$ cat config.mk
export PLATFORM = sky130hd
export DESIGN_NAME = alu_seq
export DESIGN_NICKNAME = d
export VERILOG_FILES = /design/src/rtl/alu_pkg.sv /design/src/rtl/alu_seq_muldiv_iter.sv /design/src/rtl/alu_seq.sv
export SDC_FILE = /design/constraint.sdc
export NUM_CORES = 1
export LEC_CHECK = 0
export ABC_CLOCK_PERIOD_IN_PS = 3800
export CORE_MARGIN = 2
export CORE_UTILIZATION = 60
export CTS_CLUSTER_DIAMETER = 50
export DETAILED_ROUTE_END_ITERATION = 10
export PLACE_DENSITY = 0.85
export RECOVER_POWER = 50
export SYNTH_ARGS = -nofsm -noshare
export SYNTH_HDL_FRONTEND = slang
export SYNTH_SLANG_ARGS = --single-unit
$ cat constraint.sdc
create_clock -name clk -period 3.8 [get_ports clk]
set_input_delay 0.76 -clock clk [delete_from_list [all_inputs] [get_ports clk]]
set_output_delay 0.76 -clock clk [all_outputs]
set_load 0.02 [all_outputs]
$ cat src/rtl/alu_pkg.sv
// Shared opcode, state and width definitions for the sequential ALU.
package alu_pkg;

  localparam int unsigned WIDTH = 16;
  localparam int unsigned OP_W  = 3;

  localparam logic [OP_W-1:0] OP_PASSA = 3'd0;
  localparam logic [OP_W-1:0] OP_ADD   = 3'd1;
  localparam logic [OP_W-1:0] OP_SUB   = 3'd2;
  localparam logic [OP_W-1:0] OP_INC   = 3'd3;
  localparam logic [OP_W-1:0] OP_SHR   = 3'd4;
  localparam logic [OP_W-1:0] OP_MUL   = 3'd5;
  localparam logic [OP_W-1:0] OP_DIV   = 3'd6;
  localparam logic [OP_W-1:0] OP_CLR   = 3'd7;

  typedef enum logic {
    IDLE = 1'b0,
    RUN  = 1'b1
  } state_t;

endpackage

$ cat src/rtl/alu_seq_muldiv_iter.sv
// Iterative shift-add multiplier / restoring divider, one step per step_en.
// result is the post-step value so the caller can capture it on the last step.
module muldiv_iter
  import alu_pkg::*;
#(
  parameter int unsigned WIDTH = alu_pkg::WIDTH,
  parameter int unsigned ITER  = WIDTH
) (
  input  logic             clk,
  input  logic             rst,
  input  logic             load,
  input  logic [OP_W-1:0]  op,
  input  logic [WIDTH-1:0] a,
  input  logic [WIDTH-1:0] b,
  input  logic             step_en,
  output logic             last,
  output logic [WIDTH-1:0] result
);

  localparam int unsigned CNT_W = $clog2(ITER);

  logic [OP_W-1:0]  op_q;
  logic [WIDTH-1:0] acc, acc_nxt;
  logic [WIDTH-1:0] q, q_nxt;
  logic [WIDTH-1:0] mcand, mcand_nxt;
  logic [WIDTH-1:0] divisor;
  logic [WIDTH:0]   rem_sh;
  logic [CNT_W-1:0] cnt;
  logic             is_div;

  assign is_div = (op_q == OP_DIV);
  assign last   = step_en && (cnt == CNT_W'(ITER - 1));
  assign result = is_div ? q_nxt : acc_nxt;

  // acc is the product accumulator (MUL) or partial remainder (DIV);
  // q is the shifting multiplier (MUL) or dividend/quotient (DIV).
  always_comb begin
    acc_nxt   = acc;
    q_nxt     = q;
    mcand_nxt = mcand;
    rem_sh    = {acc, q[WIDTH-1]};
    if (is_div) begin
      if (rem_sh >= {1'b0, divisor}) begin
        acc_nxt = WIDTH'(rem_sh - {1'b0, divisor});
        q_nxt   = {q[WIDTH-2:0], 1'b1};
      end else begin
        acc_nxt = rem_sh[WIDTH-1:0];
        q_nxt   = {q[WIDTH-2:0], 1'b0};
      end
    end else begin
      if (q[0]) begin
        acc_nxt = acc + mcand;
      end
      mcand_nxt = {mcand[WIDTH-2:0], 1'b0};
      q_nxt     = {1'b0, q[WIDTH-1:1]};
    end
  end

  always_ff @(posedge clk or posedge rst) begin
    if (rst) begin
      op_q    <= OP_PASSA;
      acc     <= '0;
      q       <= '0;
      mcand   <= '0;
      divisor <= '0;
      cnt     <= '0;
    end else if (load) begin
      op_q    <= op;
      acc     <= '0;
      q       <= (op == OP_DIV) ? a : b;
      mcand   <= a;
      divisor <= b;
      cnt     <= '0;
    end else if (step_en) begin
      acc   <= acc_nxt;
      q     <= q_nxt;
      mcand <= mcand_nxt;
      cnt   <= cnt + CNT_W'(1);
    end
  end

endmodule

$ cat src/rtl/alu_seq.sv
// Sequential ALU: single-cycle arithmetic/logic ops plus iterative MUL/DIV
// behind a start/busy/done handshake, with a shared registered result.
module alu_seq
  import alu_pkg::*;
#(
  parameter int unsigned WIDTH = alu_pkg::WIDTH,
  parameter int unsigned ITER  = WIDTH
) (
  input  logic             clk,
  input  logic             rst,
  input  logic [WIDTH-1:0] A_bus,
  input  logic [WIDTH-1:0] B_bus,
  input  logic [2:0]       alu_op,
  input  logic             start,
  output logic [WIDTH-1:0] C_bus,
  output logic             busy,
  output logic             done,
  output logic             z_flag,
  output logic             c_flag
);

  localparam int unsigned SH_W = $clog2(WIDTH);

  state_t           state, state_nxt;
  logic             is_iter;
  logic             md_load, md_step, md_last;
  logic [WIDTH-1:0] md_result;
  logic [WIDTH-1:0] sc_res;
  logic             sc_cf;
  logic [WIDTH:0]   sum_ext, diff_ext;
  logic             wr;
  logic [WIDTH-1:0] res_nxt;
  logic             cf_nxt;

  assign is_iter = (alu_op == OP_MUL) || (alu_op == OP_DIV);

  // Single-cycle datapath; ADD carry and SUB borrow come from bit WIDTH.
  always_comb begin
    sum_ext  = {1'b0, A_bus} + {1'b0, B_bus};
    diff_ext = {1'b0, A_bus} - {1'b0, B_bus};
    sc_res   = '0;
    sc_cf    = 1'b0;
    case (alu_op)
      OP_PASSA: sc_res = A_bus;
      OP_ADD: begin
        sc_res = sum_ext[WIDTH-1:0];
        sc_cf  = sum_ext[WIDTH];
      end
      OP_SUB: begin
        sc_res = diff_ext[WIDTH-1:0];
        sc_cf  = diff_ext[WIDTH];
      end
      OP_INC:  sc_res = A_bus + WIDTH'(1);
      OP_SHR:  sc_res = A_bus >> B_bus[SH_W-1:0];
      default: sc_res = '0;
    endcase
  end

  muldiv_iter #(
    .WIDTH (WIDTH),
    .ITER  (ITER)
  ) u_muldiv (
    .clk     (clk),
    .rst     (rst),
    .load    (md_load),
    .op      (alu_op),
    .a       (A_bus),
    .b       (B_bus),
    .step_en (md_step),
    .last    (md_last),
    .result  (md_result)
  );

  always_ff @(posedge clk or posedge rst) begin
    if (rst) begin
      state <= IDLE;
    end else begin
      state <= state_nxt;
    end
  end

  always_comb begin
    state_nxt = state;
    case (state)
      IDLE: if (start && is_iter) state_nxt = RUN;
      RUN:  if (md_last) state_nxt = IDLE;
      default: state_nxt = IDLE;
    endcase
  end

  // start is only looked at in IDLE, so requests during RUN are dropped.
  always_comb begin
    md_load = 1'b0;
    md_step = 1'b0;
    wr      = 1'b0;
    res_nxt = '0;
    cf_nxt  = 1'b0;
    case (state)
      IDLE: begin
        if (start) begin
          if (is_iter) begin
            md_load = 1'b1;
          end else begin
            wr      = 1'b1;
            res_nxt = sc_res;
            cf_nxt  = sc_cf;
          end
        end
      end
      RUN: begin
        md_step = 1'b1;
        if (md_last) begin
          wr      = 1'b1;
          res_nxt = md_result;
        end
      end
      default: ;
    endcase
  end

  always_ff @(posedge clk or posedge rst) begin
    if (rst) begin
      C_bus  <= '0;
      z_flag <= 1'b0;
      c_flag <= 1'b0;
      done   <= 1'b0;
      busy   <= 1'b0;
    end else begin
      done <= wr;
      busy <= (state_nxt == RUN);
      if (wr) begin
        C_bus  <= res_nxt;
        z_flag <= (res_nxt == '0);
        c_flag <= cf_nxt;
      end
    end
  end

endmodule

==> results by group <==
Synth
  – Post-Synthesis Cells: 1173
  – Top_reg_cell synth: dfrtp_1
  – Sequential cell area fraction in the yosys report: a little under a quarter
  – Netlist Area Pre-Place: 9515 um2
  – Syn Area/Cell: 8.112 um2
  – Asr flop ratio synth: 100.0%
  – Post-synthesis cell type count: between 90 and 100
  – Post-Syn Nets: around 1300
  – Synth Register Bits: 91
  – Number of flops mapped to enable cells by yosys: 0
  – YS warnings: 0

STA
  – RSZ-0062 raised after global routing: yes
  – Slew Limit Fails: 41
  – Final hold violation count: 0
  – Max Clock Freq: about 270 MHz
  – Setup violations, final: 0
  – Tmin final: around 3800 ps
  – Slew @ Worst Pin: 1781 ps
  – Normalized max-slew margin: -19.36%
  – Clk_skew: between 10 and 15 ps
  – Period utilization: between 90% and 100%
  – Hold_ws: 486.8 ps

Layout
  – Layout cells sized above 1: 18.37%
  – Net count, final: 1437
  – Most common cell after layout, fill and taps aside: buf_4
  – Final Util: between 70% and 80%
  – Most frequent cells in the layout: buf_4, nand2_1, nor2_1
  – Layout area overhead: 23.08%

Run status
  – Status: finished with violations
  – Failing checks: capacitance limit, slew limit

Clock network
  – Clock root cell: clkbuf_16
  – Htree depth: 3
  – Worst-path clk slew: ~70 ps
  – TritonCTS sink count: 91
  – Cts bufs inserted: 9
  – Clock Path Buffers: 2
  – Worst-Skew Late Latency: approximately 350 ps
  – Hold Buf Count CTS: 0
  – CTS tree: built

Placed design
  – GPL Wtd Cong: 0.9779
  – DP Wirelength: 27220 um
  – Port Buffer Count: 57

Detailed routing
  – Vias: 10580
  – Wire length per cell: around 23 um
  – First-pass DRT Iterations: 7
  – Highest routed layer: met4
  – Metal3 WL: between 3000 and 4000 um
  – Final WL: 35450 um
  – Detail Route Antenna Nets: 0
  – Met2 WL post-DR: 16230 um
  – # DRC: 0
  – Vias per inst: 6.818
  – M1 WL: 13590 um
  – Number of DRC markers in iteration 0: 1302

Setup path
  – CP max-delay cell: a2111oi_1
  – Crit path cell chain: ha_1 -> fa_1 -> a21o_1 -> a221o_1 -> a2111oi_1 -> nor2_1 -> xor2_1 -> nor3_1 -> o221ai_2 -> or3_1 -> o31ai_2
  – Worst-path fanout max: 6
  – CP endpoint kind: flip-flop
  – Crit path required time: 4060 ps
  – Crit start category: flip-flop
  – Setup CP Type: reg -> reg
  – Crit-path max cell delay: 470 ps
  – Worst EP arrival: 4020 ps

Floorplanning
  – Top Ports: 58
  – Core ar.: around 16000 um2
  – Row cnt: 46
  – Die Wd: roughly 130 um
  – Initial Util: around three fifths
  – Die area: approximately 17000 um2
  – Die height: around 130 um

Power and ir drop
  – Worst IR drop on VDD: 0.0003813 V
  – Power Dens Cells: 686.1 nW/um2
  – Static leakage: about 5.3 nW

Global route
  – Vias in the first global route: 10070
  – Pin count of the biggest net entering global routing: 53
  – Initial antenna violation count: 1
  – GR Util All Layers: 42.24%
  – First-pass GRT wire length: 54480 um
  – Global route overflow: 0

Flow run
  – Maxcap violations: 1

Min path
  – Hold crit path type: reg -> reg
-- layer usage --
metal  track usage, %  vias to the layer above
li1                 -                     4688
met1            53.03                     4960
met2            69.14                      747
met3            8.241                      180
met4            22.20                        0
met5                0                        -
-- state kept, by name, summed over array words and instances (netlist names) --
name,flops
C_bus,16
u_muldiv.mcand,16
busy,1
done,1
u_muldiv.cnt,4
u_muldiv.acc,16
u_muldiv.q,16
u_muldiv.divisor,16
u_muldiv.op_q,3
z_flag,1
c_flag,1
-- kinds of logic after synthesis --
family / after synthesis / share of synthesized area [%]
adder cells (fa/ha/maj): 70 / 9.520
flip-flops: 91 / 23.93
AO/OA/AOI/OAI: 390 / 29.27
buffers and inverters: 137 / 5.983
XOR/XNOR: 33 / 3.038
AND/OR/NAND/NOR: 380 / 19.09
multiplexers: 72 / 9.165
-- per-stage QoR --
stage | power, mW | cell area (um2) | setup slack [ps] | cells | setup TNS (ps)
after CTS | 7.873 | 11680 | 6.017 | 1550 | 0
after floorplan | 5.157 | 9515 | 219.9 | 1173 | 0
final | 8.035 | 11710 | 36.37 | 1551 | 0
after global placement | 6.591 | 11310 | -260.9 | 1533 | -853.3
after detailed placement | 6.767 | 11310 | -393.2 | 1533 | -1851
after global routing | 8.469 | 11710 | -14.56 | 1550 | -14.56
-- power by group --
group	switching (mW)	total, mW	internal, mW
registers	0.455	1.88	1.42
logic	2.98	5.10	2.12
clock network	0.392	1.05	0.659
-- repair_timing --
| action | 4_1_cts | 5_1_grt |
|---|---|---|
| pin swaps | 1 | 7 |
| setup endpoints to repair | 2 | 4 |
| hold endpoints to repair | 0 | 0 |
| buffers inserted | 1 | 0 |
| resized for setup | 3 | 10 |
-- area by class of cell --
type / instances / area (um2)
antenna: 1 / 2.502
clock buffer: 11 / 242.7
clock inverter: 5 / 100.1
fill: 1190 / 4001
inverter: 58 / 219.0
multi-input combinational: 945 / 6733
sequential: 91 / 2277
tap: 216 / 270.3
timing repair buffer: 224 / 1867
-- cells in the mapped netlist, types with 19 or more instances --
library cell,count,share of area (%)
nand2_1,133,5.2
nor2_1,100,3.9
o21ai_0,96,5.0
dfrtp_1,91,24
ha_1,66,8.7
a21oi_1,64,3.4
inv_1,55,2.2
mux2i_1,53,5.6
clkbuf_1,49,1.9
o211ai_1,23,1.8
nand3_1,21,1.1
a211oi_1,20,1.6
xnor2_1,20,1.8
a21o_1,19,1.5
-- worst max-delay path: cells and delay by family (launching register included) --
| kind | cells | cell delay [ps] |
|---|---|---|
| AOI/OAI and AO/OA | 5 | 1350 |
| xor gates and xnor gates | 1 | 200 |
| adders and majority gates | 2 | 700 |
| DFF | 1 | 450 |
| and+or+nand+nor | 3 | 970 |
-- worst paths after layout --
| check | to | depth (start not counted) | slack, ps | startpoint |
|---|---|---|---|---|
| max in group asynchronous | C_bus[5] | 3 | 520 | rst |
| hold reg to reg | C_bus[3] | 2 | 490 | C_bus[3] |
| hold / removal | C_bus[3] | 2 | 490 | C_bus[3] |
| setup / recovery | z_flag | 11 | 40 | u_muldiv.acc[0] |
| setup reg to reg | z_flag | 11 | 40 | u_muldiv.acc[0] |
| min in group asynchronous | u_muldiv.acc[13] | 2 | 1300 | rst |
Power figures use the tool's default switching activity.
